**src/rtl/sync_fifo_param_if.sv**
```systemverilog
// Handshake and status bundle for sync_fifo_param.
// master drives requests (producer/consumer side), slave is the FIFO.
interface sync_fifo_param_if #(
    parameter int DATA_W = 64,
    parameter int ADDR_W = 4
);
    logic              flush;
    logic              wr_en;
    logic [DATA_W-1:0] wr_data;
    logic              rd_en;
    logic              clr_err;
    logic [DATA_W-1:0] rd_data;
    logic              rd_valid;
    logic [ADDR_W:0]   count;
    logic              empty;
    logic              full;
    logic              almost_empty;
    logic              almost_full;
    logic              overflow;
    logic              underflow;

    modport master (
        output flush, wr_en, wr_data, rd_en, clr_err,
        input  rd_data, rd_valid, count, empty, full,
               almost_empty, almost_full, overflow, underflow
    );

    modport slave (
        input  flush, wr_en, wr_data, rd_en, clr_err,
        output rd_data, rd_valid, count, empty, full,
               almost_empty, almost_full, overflow, underflow
    );
endinterface

```
**src/rtl/sync_fifo_param.sv**
```systemverilog
// Parametrised single-clock FIFO with registered status flags, sticky
// overflow/underflow, synchronous flush and optional first-word-fall-through.
module sync_fifo_param #(
    parameter int DATA_W    = 64,
    parameter int ADDR_W    = 4,
    parameter int AF_THRESH = 12,
    parameter int AE_THRESH = 2,
    parameter int FWFT      = 0
) (
    input logic              clk,
    input logic              rst,
    sync_fifo_param_if.slave bus
);
    localparam int CNT_W = ADDR_W + 1;
    localparam int DEPTH = 2 ** ADDR_W;
    localparam logic [CNT_W-1:0] DEPTH_C = CNT_W'(DEPTH);
    localparam logic [CNT_W-1:0] AF_C    = CNT_W'(AF_THRESH);
    localparam logic [CNT_W-1:0] AE_C    = CNT_W'(AE_THRESH);

    logic [DATA_W-1:0] mem_q [DEPTH];

    logic [ADDR_W-1:0] wr_ptr_q, wr_ptr_d;
    logic [ADDR_W-1:0] rd_ptr_q, rd_ptr_d;
    logic [CNT_W-1:0]  count_q, count_d;
    logic              empty_q, empty_d;
    logic              full_q, full_d;
    logic              almost_empty_q, almost_empty_d;
    logic              almost_full_q, almost_full_d;
    logic              overflow_q, overflow_d;
    logic              underflow_q, underflow_d;

    logic rd_acc, wr_acc, rd_fire, wr_fire;

    // NOTE: every signal assigned here gets a default first so no latch is inferred.
    always_comb begin
        rd_acc  = bus.rd_en & ~empty_q;
        wr_acc  = bus.wr_en & (~full_q | rd_acc);
        rd_fire = rd_acc & ~bus.flush;
        wr_fire = wr_acc & ~bus.flush;

        wr_ptr_d = wr_ptr_q;
        rd_ptr_d = rd_ptr_q;
        count_d  = count_q;

        if (bus.flush) begin
            wr_ptr_d = '0;
            rd_ptr_d = '0;
            count_d  = '0;
        end else begin
            if (wr_fire) wr_ptr_d = wr_ptr_q + ADDR_W'(1);
            if (rd_fire) rd_ptr_d = rd_ptr_q + ADDR_W'(1);
            case ({wr_fire, rd_fire})
                2'b10:   count_d = count_q + CNT_W'(1);
                2'b01:   count_d = count_q - CNT_W'(1);
                default: count_d = count_q;
            endcase
        end

        // Flags come from the next count so they move on the same edge as count.
        empty_d        = (count_d == '0);
        full_d         = (count_d == DEPTH_C);
        almost_empty_d = (count_d <= AE_C);
        almost_full_d  = (count_d >= AF_C);

        // Setting takes precedence over clr_err; flush never sets an error.
        overflow_d  = (bus.wr_en & ~wr_acc & ~bus.flush) | (overflow_q & ~bus.clr_err);
        underflow_d = (bus.rd_en & empty_q & ~bus.flush) | (underflow_q & ~bus.clr_err);
    end

    // NOTE: sequential state uses non-blocking assignments so all flops update together.
    always_ff @(posedge clk or posedge rst) begin
        if (rst) begin
            wr_ptr_q       <= '0;
            rd_ptr_q       <= '0;
            count_q        <= '0;
            empty_q        <= 1'b1;
            full_q         <= 1'b0;
            almost_empty_q <= 1'b1;
            almost_full_q  <= 1'b0;
            overflow_q     <= 1'b0;
            underflow_q    <= 1'b0;
        end else begin
            wr_ptr_q       <= wr_ptr_d;
            rd_ptr_q       <= rd_ptr_d;
            count_q        <= count_d;
            empty_q        <= empty_d;
            full_q         <= full_d;
            almost_empty_q <= almost_empty_d;
            almost_full_q  <= almost_full_d;
            overflow_q     <= overflow_d;
            underflow_q    <= underflow_d;
        end
    end

    // NOTE: the storage array has no reset; reset discards contents via pointers and count.
    always_ff @(posedge clk) begin
        if (wr_fire) mem_q[wr_ptr_q] <= bus.wr_data;
    end

    generate
        if (FWFT != 0) begin : g_fwft
            assign bus.rd_data  = mem_q[rd_ptr_q];
            assign bus.rd_valid = ~empty_q;
        end else begin : g_reg
            logic [DATA_W-1:0] rd_data_q, rd_data_d;
            logic              rd_valid_q, rd_valid_d;

            always_comb begin
                rd_valid_d = rd_fire;
                rd_data_d  = rd_fire ? mem_q[rd_ptr_q] : rd_data_q;
            end

            always_ff @(posedge clk or posedge rst) begin
                if (rst) begin
                    rd_data_q  <= '0;
                    rd_valid_q <= 1'b0;
                end else begin
                    rd_data_q  <= rd_data_d;
                    rd_valid_q <= rd_valid_d;
                end
            end

            assign bus.rd_data  = rd_data_q;
            assign bus.rd_valid = rd_valid_q;
        end
    endgenerate

    assign bus.count        = count_q;
    assign bus.empty        = empty_q;
    assign bus.full         = full_q;
    assign bus.almost_empty = almost_empty_q;
    assign bus.almost_full  = almost_full_q;
    assign bus.overflow     = overflow_q;
    assign bus.underflow    = underflow_q;
endmodule

```
**src/flat_wrapper.sv**
```systemverilog
// flat-port wrapper written by rule: the top's interface ports become plain ports
module sync_fifo_param_flat 
#(
    parameter int DATA_W    = 64,
    parameter int ADDR_W    = 4,
    parameter int AF_THRESH = 12,
    parameter int AE_THRESH = 2,
    parameter int FWFT      = 0
)
  (clk, rst, bus_flush, bus_wr_en, bus_wr_data, bus_rd_en, bus_clr_err, bus_rd_data, bus_rd_valid, bus_count, bus_empty, bus_full, bus_almost_empty, bus_almost_full, bus_overflow, bus_underflow);
  sync_fifo_param_if #(.DATA_W(DATA_W), .ADDR_W(ADDR_W)) bus_i ();
  input logic clk;
  input logic rst;
  input wire logic [$bits(bus_i.flush)-1:0] bus_flush;
  input wire logic [$bits(bus_i.wr_en)-1:0] bus_wr_en;
  input wire logic [$bits(bus_i.wr_data)-1:0] bus_wr_data;
  input wire logic [$bits(bus_i.rd_en)-1:0] bus_rd_en;
  input wire logic [$bits(bus_i.clr_err)-1:0] bus_clr_err;
  output wire logic [$bits(bus_i.rd_data)-1:0] bus_rd_data;
  output wire logic [$bits(bus_i.rd_valid)-1:0] bus_rd_valid;
  output wire logic [$bits(bus_i.count)-1:0] bus_count;
  output wire logic [$bits(bus_i.empty)-1:0] bus_empty;
  output wire logic [$bits(bus_i.full)-1:0] bus_full;
  output wire logic [$bits(bus_i.almost_empty)-1:0] bus_almost_empty;
  output wire logic [$bits(bus_i.almost_full)-1:0] bus_almost_full;
  output wire logic [$bits(bus_i.overflow)-1:0] bus_overflow;
  output wire logic [$bits(bus_i.underflow)-1:0] bus_underflow;
  assign bus_i.flush = bus_flush;
  assign bus_i.wr_en = bus_wr_en;
  assign bus_i.wr_data = bus_wr_data;
  assign bus_i.rd_en = bus_rd_en;
  assign bus_i.clr_err = bus_clr_err;
  assign bus_rd_data = bus_i.rd_data;
  assign bus_rd_valid = bus_i.rd_valid;
  assign bus_count = bus_i.count;
  assign bus_empty = bus_i.empty;
  assign bus_full = bus_i.full;
  assign bus_almost_empty = bus_i.almost_empty;
  assign bus_almost_full = bus_i.almost_full;
  assign bus_overflow = bus_i.overflow;
  assign bus_underflow = bus_i.underflow;
  sync_fifo_param #(.DATA_W(DATA_W), .ADDR_W(ADDR_W), .AF_THRESH(AF_THRESH), .AE_THRESH(AE_THRESH), .FWFT(FWFT)) u_core (.clk(clk), .rst(rst), .bus(bus_i));
endmodule
```
**config.mk**
```make
export PLATFORM = sky130hd
export DESIGN_NAME = sync_fifo_param_flat
export DESIGN_NICKNAME = d
export VERILOG_FILES = /design/src/rtl/sync_fifo_param_if.sv /design/src/rtl/sync_fifo_param.sv /design/src/flat_wrapper.sv
export SDC_FILE = /design/constraint.sdc
export NUM_CORES = 1
export LEC_CHECK = 0
export ABC_AREA = 1
export CAP_MARGIN = 20
export CELL_PAD_IN_SITES_DETAIL_PLACEMENT = 1
export CELL_PAD_IN_SITES_GLOBAL_PLACEMENT = 1
export CORE_MARGIN = 1.5
export CORE_UTILIZATION = 50
export DETAILED_ROUTE_END_ITERATION = 6
export GPL_TIMING_DRIVEN = 0
export PLACE_DENSITY = 0.84
export SETUP_SLACK_MARGIN = 0.2
export SYNTH_ARGS = -nofsm -noshare
export SYNTH_HDL_FRONTEND = slang
export SYNTH_SLANG_ARGS = --single-unit
```
**constraint.sdc**
```tcl
create_clock -name clk -period 6.43 [get_ports clk]
set_clock_uncertainty 0.2 [all_clocks]
set_input_delay 1.286 -clock clk [delete_from_list [all_inputs] [get_ports clk]]
set_output_delay 1.286 -clock clk [all_outputs]
set_load 0.005 [all_outputs]
```
* Word-level counts from Yosys, hierarchy flattened
Memory sizes are Yosys's and may differ from the RTL's. A register that Yosys moved wholly into a read port is not among the register bits.
Index checks and enable logic that the tools add are counted.
** Storage, ports and cells
- Register bits :: 20
- Memory bits (writable) :: 1024
- Input port bits :: 70
- Output and inout port bits :: 76
- Logic and storage cells :: 49
- Memories :: 1
** Cells by class
- Add/sub/neg operators :: 4
- $lt $le $gt $ge :: 2
- Equality and inequality tests :: 3
- Mux-type cells :: 8
- Bitwise gates (word level) :: 18
- Reduce and logical (&&, ||, !) cells :: 3
** Memory list
- u_core.mem_q :: depth 16, bits a word 64, rd ports 1, clocked after Yosys merged registers in 1, wr ports 1, RTL line sync_fifo_param.sv:20 : logic [DATA_W-1:0] mem_q [DEPTH];
** Operator list (number)
- $mux 4 :: 4
- $and 1x1->1 :: 10
- $pmux 5 s2 :: 1
- $add 4x1->4 const B :: 2
- $add 5x1->5 const B :: 1
- $eq 5x5->1 const B :: 1
- $ge 5x4->1 const B :: 1
- $le 5x2->1 const B :: 1
- $logic_not 5->1 :: 1
- $mux 5 :: 1
- $not 1->1 :: 5
- $sub 5x1->5 const B :: 1
- $reduce_bool 2->1 :: 2
- $or 1x1->1 :: 3
- $eq 2x1->1 const B :: 1
- $eq 2x2->1 const B :: 1
- $mux 1 :: 2

* Longest topological paths before layout
Gate-level depths: netlist of the first run.
- Depth in word-level cells :: 9
- Mapped depth :: 20

* Worst setup path before layout of the first run
Ideal clock, no wire load.
- Path type :: input-to-reg
- Start :: input bus_rd_en
- End :: memory u_core.mem_q[0][0] (enable)
- Arrival :: 4.668 ns
- Data required time :: 5.743 ns
- Slack :: 1.076 ns
- Stages on the path :: 6
- Path through :: nand2_1 > nand2_1 > nand2_1 > nor2_1 > nand2_1 > nor2_1
** Between the ends
- Cells in the longest elaborated chain, start to end :: 6
** RTL lines
- from (decl) :: RTL line flat_wrapper.sv:17 : input wire logic [$bits(bus_i.rd_en)-1:0] bus_rd_en;
- $and 1x1->1 :: RTL line sync_fifo_param.sv:36 : rd_acc = bus.rd_en & ~empty_q;
- $or 1x1->1 :: RTL line sync_fifo_param.sv:37 : wr_acc = bus.wr_en & (~full_q | rd_acc);
- $and 1x1->1 :: RTL line sync_fifo_param.sv:37
- $and 1x1->1 :: RTL line sync_fifo_param.sv:39 : wr_fire = wr_acc & ~bus.flush;
- $mux 1 :: RTL line sync_fifo_param.sv:97 : if (wr_fire) mem_q[wr_ptr_q] <= bus.wr_data;
- $mux 1 (not written as such) :: RTL line sync_fifo_param.sv:97
- to (decl) :: RTL line sync_fifo_param.sv:20
No other way between the ends.

* Worst setup path after layout of the first run
- Start :: input bus_rd_en
- End :: register u_core.full_q, in the netlist u_core.bus.full
** Between the ends
- Elaborated cells on any way between the ends :: 10
- Classes of those cells :: 3 x eq/ne; 2 x mux; 5 x bitwise
** RTL lines
- $and 1x1->1 * :: RTL line sync_fifo_param.sv:36
- $and 1x1->1 * :: RTL line sync_fifo_param.sv:38 : rd_fire = rd_acc & ~bus.flush;
- net u_core.g_reg.rd_valid_d :: RTL line sync_fifo_param.sv:106 : logic rd_valid_q, rd_valid_d;
- $eq 2x1->1 or $eq 2x2->1 (tied branches) :: RTL line sync_fifo_param.sv:52 : case ({wr_fire, rd_fire})
- $pmux 5 s2 * :: RTL line sync_fifo_param.sv:52
- $mux 5 * :: RTL line sync_fifo_param.sv:45 : if (bus.flush) begin
- net u_core.count_d[2] :: RTL line sync_fifo_param.sv:24 : logic [CNT_W-1:0] count_q, count_d;
- $eq 5x5->1 * :: RTL line sync_fifo_param.sv:61 : full_d = (count_d == DEPTH_C);
- net u_core.full_d :: RTL line sync_fifo_param.sv:26 : logic full_q, full_d;
- to (signal assigned) :: RTL line sync_fifo_param.sv:87 : full_q <= full_d;
- to (decl) :: RTL line sync_fifo_param.sv:26
Mark *: on every way through the listed nets, which the timed path passes. The rest lies on a longest branch.
A chain may end at the register's enable or synchronous reset.

==> impl_metrics.json, run 1 <==
{
  "hold_viol": 0,
  "crit_required_ps": 6800,
  "num_rows": 108,
  "drv_slew": 0,
  "max_stage_delay_ps": 880,
  "finalCritPeriodShare": 0.848,
  "ant_nets": 0,
  "drive_gt1_frac": 0.0931,
  "synth.most_common_cell": "nand2_1",
  "synth-xor-area-share": 0.000198,
  "clock_latency_ps": 730,
  "p_per_area_nw_per_um2": 364,
  "grt_max_degree": 55,
  "critPathLaunchType": "primary input",
  "post_cts.repair.setup_buffers": 0,
  "gr-total-overflow": 0,
  "synth_cells": 3657,
  "drc": 0,
  "grt_setup_unrepaired": "false",
  "setup_slack_ps": 980,
  "syn_nets": 3735,
  "dieArea_sq_um": 90300,
  "hold_start": "u_core.bus.rd_data[25]",
  "status": "finished, final reports clean",
  "cp_common_cell": "nor2_1",
  "clk_pin_slew_ps": 60,
  "async_flop_share": 0.0758,
  "area_growth_pct": 17.3,
  "postCtsHoldBufs": 0,
  "worstPathArrival_ps": 5820,
  "path_delay_family": "simple AND/OR/NAND/NOR gates",
  "detail_route.wl_per_cell_um": 29.3,
  "synth_cell_types": 27,
  "core_region_area_sq_um": 87300,
  "crit_type": "in2reg",
  "dr_total_vias": 32400,
  "cap_violations": 0,
  "path_cells": "clkdlybuf4s50_1 -> nand2_1 -> nor2_1 -> buf_2 -> buf_2 -> ha_1 -> nor2_1 -> nor2_1 -> ha_1 -> inv_1 -> nand2_1 -> inv_1 -> nand3_1 -> nand2_1 -> a21boi_0 -> nor2_1 -> nand2_1 -> nor2_1",
  "slew_headroom": 0.217,
  "fin_util": 0.595,
  "clock_path_buffers": 3,
  "globalplace.congestion": 0.803,
  "ir_worst_vdd_v": 0.000246,
  "final_cell_count_no_fill": 5205,
  "wirelength_mm": 152,
  "ys_seq_area_frac": 0.742,
  "r2r-start": "u_core.bus.empty",
  "p_leak_nw": 18.8,
  "synthAdderAreaFrac": 0.00226,
  "die_w_um": 301,
  "netlist_area_sq_um": 44300,
  "synthMuxAreaShare": 0,
  "first_global_vias": 34900,
  "synth.area.top_cells": "edfxtp_1 69%, nand2_1 11%, nand3_1 9.5%, dfrtp_1 4.6%, o21a_1 1.1%",
  "slowest_stage": "nor2_1",
  "ios": 146,
  "place_ws_ps": 312,
  "dr.pass1.iters": 6,
  "cts_tree": "done",
  "finalSetupViolCount": 0,
  "yosys.area.top_type_share": 0.695,
  "endpoint_kind": "register",
  "path_buf_inv": 5,
  "finalPower_w": 0.0189,
  "maxClockFrequency_ghz": 0.183,
  "crit_start": "bus_rd_en",
  "cts_root_buf": "clkbuf_16",
  "ys_ff_latch": 1108,
  "portBuffers": 144,
  "numCtsBuffers": 113,
  "place_inst": 4993,
  "yosysTopAreaCell": "edfxtp_1",
  "place_hpwl_mm": 94.6,
  "synth_top_family_by_area": "simple AND/OR/NAND/NOR gates",
  "crit_fanout": 12,
  "final_nets": 4031,
  "antenna_found_initial": 6,
  "start_util": 0.507,
  "synth_compound_area_frac": 0.0130,
  "synth_edf_count": 1024,
  "synth_common_cells": "1324 x nand2_1, 1024 x edfxtp_1, 842 x nand3_1",
  "drt_iter0_markers": 3524,
  "r2r_slack_ps": 1640,
  "drt-vias-per-instance": 6.23,
  "ys.warnings.count": 0,
  "cts_resized": 0,
  "ys.flop_type": "edfxtp_1",
  "syn_area_per_cell_sq_um": 12.1,
  "clock_sinks": 1108,
  "dieHeight_um": 301,
  "grt_use_total": 0.339,
  "grt_pass1_wl_mm": 225,
  "synthSimpleGateAreaFrac": 0.211,
  "tightest_slew_ps": 1170,
  "min-delay-path-class": "reg2reg",
  "h-tree-depth": 3,
  "period_needed_ps": 5450
}
## cells in the final DEF (no fill, tap or decap), drive strengths merged
cell / count
nor3: 1
o21ai: 10
nand2: 1324
bufinv: 18
dfrtp: 82
ha: 8
o21a: 65
clkinvlp: 4
or2: 2
clkdlybuf4s50: 144
nand3: 842
nor2: 31
nand4: 1
xor2: 1
edfxtp: 1024
diode: 2
clkbuf: 216
clkinv: 37
o22ai: 1
a21boi: 1
nor4: 1
a21oi: 5
buf: 197
inv: 31
dfstp: 2
## layer usage
metal | track usage | share of wire | vias to the layer above | wire, um
met4 | 0.183 | 0.055 | 6 | 8300
li1 | - | - | 13500 | -
met5 | 0 | 0.00029 | - | 44
met1 | 0.416 | 0.35 | 16400 | 53900
met2 | 0.570 | 0.49 | 2114 | 75200
met3 | 0.0640 | 0.097 | 510 | 14800
## report_power, final
| part | leakage (nW) | switching, W | internal, W |
|---|---|---|---|
| Clock | 1.90 | 0.00293 | 0.00408 |
| Combinational | 6.70 | 0.00234 | 0.00126 |
| Sequential | 10.2 | 0.000150 | 0.00816 |
## worst register-to-register path: stages, from the launching register on
cell      delay [ps]
dfstp_2          380
inv_1             50
nand2_1          240
nor2_1           880
buf_2            800
buf_2            450
ha_1             360
nor2_1            80
nor2_1           160
ha_1             170
inv_1             40
nand2_1          100
inv_1             50
nand3_1           60
nand2_1           50
a21boi_0         380
nor2_1            80
nand2_1          110
nor2_1            50
## final cells by class
class | count | area [sq um]
fill | 8742 | 35400
multi-input combinational | 2293 | 10100
buffer | 227 | 1280
antenna | 2 | 5.00
inverter | 29 | 111
sequential | 1108 | 32900
tap | 1155 | 1450
clock buffer | 149 | 3060
clock inverter | 61 | 816
timing repair buffer | 181 | 2200
## sequential cells by signal (all words and copies together) (netlist names)
name	count
u_core.bus.overflow	1
u_core.rd_ptr_q	4
u_core.bus.full	1
u_core.bus.rd_data	64
u_core.bus.empty	1
u_core.bus.rd_valid	1
u_core.bus.count	5
u_core.bus.underflow	1
u_core.wr_ptr_q	4
u_core.bus.almost_full	1
u_core.bus.almost_empty	1
u_core.mem_q	1024
## cell families (layout without fill, tap and decap cells)
group                      count (synthesis)  after routing
buffers and inverters                    256            647
DFF                                     1108           1108
AOI/OAI and AO/OA                         82             82
other                                      0              2
adders and majority gates                  8              8
xor gates and xnor gates                   1              1
and+or+nand+nor                         2202           2202
## path summary, 6_finish.rpt
path                                                end  cells after the start
worst min-delay path             u_core.bus.rd_data[25]                      1
worst max-delay path                    u_core.bus.full                     18
min in group asynchronous        u_core.bus.rd_data[48]                      2
worst max register to register          u_core.bus.full                     18
max in group asynchronous       u_core.bus.almost_empty                      3
worst min register to register   u_core.bus.rd_data[25]                      1
## through the flow
step / hold slack, ps / TNS [ps] / cell area [sq um]
final: 287 / 0 / 51900
after global routing: 310 / 0 / 51900
after CTS: 292 / 0 / 51900
after detailed placement: 279 / 0 / 48000
after global placement: 274 / -2760820 / 47200
after floorplan: 288 / 0 / 44300
Note: power is estimated with default switching activity, not from simulation.
==> run 2, diff against run 1 <==
--- a/config.mk
+++ b/config.mk
@@ -10,10 +10,10 @@
 export CELL_PAD_IN_SITES_DETAIL_PLACEMENT = 1
 export CELL_PAD_IN_SITES_GLOBAL_PLACEMENT = 1
 export CORE_MARGIN = 1.5
-export CORE_UTILIZATION = 50
+export CORE_UTILIZATION = 45
 export DETAILED_ROUTE_END_ITERATION = 6
 export GPL_TIMING_DRIVEN = 0
-export PLACE_DENSITY = 0.84
+export PLACE_DENSITY = 0.8
 export SETUP_SLACK_MARGIN = 0.2
 export SYNTH_ARGS = -nofsm -noshare
 export SYNTH_HDL_FRONTEND = slang
==> constraint.sdc (replaced) <==
create_clock -name clk -period 4.7 [get_ports clk]
set_clock_uncertainty 0.2 [all_clocks]
set_input_delay 0.94 -clock clk [delete_from_list [all_inputs] [get_ports clk]]
set_output_delay 0.94 -clock clk [all_outputs]
set_load 0.005 [all_outputs]
==> impl_metrics.json, run 2 (synthesized netlist as in run 1, its figures left out) <==
{
  "grt_pass1_wl_mm": 213,
  "start_util": 0.456,
  "switching_power_w": 0.00718,
  "largest_register": "u_core.mem_q",
  "tightest_slew_ps": 1080,
  "cts_resized": 2,
  "p_clk_frac": 0.365,
  "core_region_area_sq_um": 97100,
  "portBuffers": 144,
  "drive_gt1_frac": 0.0930,
  "num_rows": 114,
  "r2r_slack_ps": 780,
  "min-delay-path-class": "reg2reg",
  "dieArea_sq_um": 100000,
  "worstPathArrival_ps": 4620,
  "drt-vias-per-instance": 5.94,
  "grt_max_degree": 47,
  "area_growth_pct": 17.8,
  "dieHeight_um": 317,
  "finalSetupViolCount": 0,
  "finalPower_w": 0.0255,
  "cts_tree": "done",
  "final_nets": 4034,
  "place_inst": 5117,
  "crit_type": "in2reg",
  "n_fill_cell": 9821,
  "hold_start": "u_core.bus.rd_data[20]",
  "p_per_area_nw_per_um2": 489,
  "place_ws_ps": -1010,
  "final_cell_count_no_fill": 5331,
  "crit_required_ps": 5080,
  "hold_path_depth": 1,
  "finalCritPeriodShare": 0.902,
  "clk_pin_slew_ps": 60,
  "hold_path_end": "u_core.bus.rd_data[20]",
  "ir_worst_vdd_v": 0.000330,
  "p_int_w": 0.0183,
  "cts_root_buf": "clkbuf_16",
  "h-tree-depth": 3,
  "hold_ws_ps": 287,
  "postCtsHoldBufs": 0,
  "drv_slew": 0,
  "hold_viol": 0,
  "drt_iter0_markers": 3261,
  "largest_reg_flops": 1024,
  "clock_sinks": 1108,
  "post_cts.repair.setup_buffers": 0,
  "mostFrequentLayoutCell": "nand2_1",
  "pwr-share-seq": 0.446,
  "clock_latency_ps": 710,
  "endpoint_kind": "register",
  "grt_use_total": 0.290,
  "tns_ps": 0,
  "maxClockFrequency_ghz": 0.236,
  "mostFrequentLayoutCells": "1324 x nand2_1, 1024 x edfxtp_1, 842 x nand3_1, 144 x clkdlybuf4s50_1, 115 x clkbuf_16",
  "critPathLaunchType": "primary input",
  "die_w_um": 317,
  "detail_route.wl_per_cell_um": 27.3,
  "slew_headroom": 0.280,
  "dr.pass1.iters": 5,
  "status": "finished, final reports clean",
  "power_frac_comb": 0.189,
  "globalplace.congestion": 0.794,
  "sw_frac_of_total": 0.281,
  "r2r_end": "u_core.bus.full",
  "first_global_vias": 33500,
  "cap_violations": 0,
  "gr-total-overflow": 0,
  "crit_fanout": 12,
  "dr_total_vias": 31700,
  "grt_setup_unrepaired": "false",
  "rr_worst_depth": 18,
  "ios": 146,
  "drc": 0,
  "numCtsBuffers": 112,
  "setup_slack_ps": 461,
  "period_needed_ps": 4240,
  "clock_path_buffers": 3,
  "r2r-start": "u_core.bus.empty",
  "antenna_found_initial": 5,
  "ant_nets": 0,
  "p_leak_nw": 18.8,
  "place_hpwl_mm": 95.6,
  "wirelength_mm": 146
}
==> run 2: cell count changes in the layout (fill, tap and decap cells not counted), sizes merged <==
cell      previous run  this run
clkinvlp             4         1
bufinv              18        13
buf                197       201
diode                2         1
inv                 31        30
clkinv              37        42
clkbuf             216       222
==> run 2: layout make-up <==
cell class / count / area (sq um) / area share
Clock inverter: 57 / 662 / 0.0127
Clock buffer: 155 / 3170 / 0.0608
Tap cell: 1276 / 1600 / 0.0306
Inverter: 29 / 111 / 0.00214
Antenna cell: 1 / 2.50 / 0.0000480
Sequential cell: 1108 / 32900 / 0.630
Multi-Input combinational cell: 2293 / 10100 / 0.195
Timing Repair Buffer: 185 / 2300 / 0.0442
Buffer: 227 / 1290 / 0.0247
==> run 2: layer usage <==
metal / track usage / part of all wire / vias up / wire length (um)
li1: - / - / 13500 / -
met1: 0.359 / 0.37 / 16100 / 54200
met2: 0.495 / 0.50 / 1680 / 72500
met3: 0.0493 / 0.080 / 412 / 11600
met4: 0.142 / 0.051 / 6 / 7420
met5: 0 / 0.00027 / - / 40
==> run 2: power by group through the flow <==
stage	clock, W	sequential [W]	combinational, W
after floorplan	0	0.0116	0.00250
after global placement	0	0.0116	0.00440
after detailed placement	0	0.0116	0.00470
after CTS	0.00934	0.0114	0.00479
after global routing	0.00966	0.0114	0.00519
final	0.00931	0.0114	0.00482
==> run 2: through the flow <==
step,utilization,instance area (sq um)
after detailed placement,0.497,48300
final,0.537,52100
after global placement,0.487,47300
after global routing,0.537,52100
after floorplan,-,44300
after CTS,0.536,52100
==> run 2: worst max-delay path by stage <==
stage                         start                  end  slack, ps  depth (start not counted)
after floorplan           bus_rd_en   u_core.mem_q[0][0]       -310                          6
after global placement    bus_rd_en  u_core.mem_q[1][30]      -4500                          7
after detailed placement  bus_rd_en      u_core.bus.full      -1010                         18
after CTS                 bus_rd_en      u_core.bus.full        250                         18
after global routing      bus_rd_en      u_core.bus.full        210                         18
final                     bus_rd_en      u_core.bus.full        460                         18
==> run 2: critical path, stage by stage <==
cell and delay, ps:
clkdlybuf4s50_1 470, nand2_1 260, nor2_4 400, buf_4 440
buf_2 390, ha_1 340, nor2_1 80, nor2_1 150
ha_1 160, inv_1 40, nand2_1 100, inv_1 50
nand3_1 60, nand2_1 60, a21boi_0 390, nor2_1 80
nand2_1 110, nor2_1 50
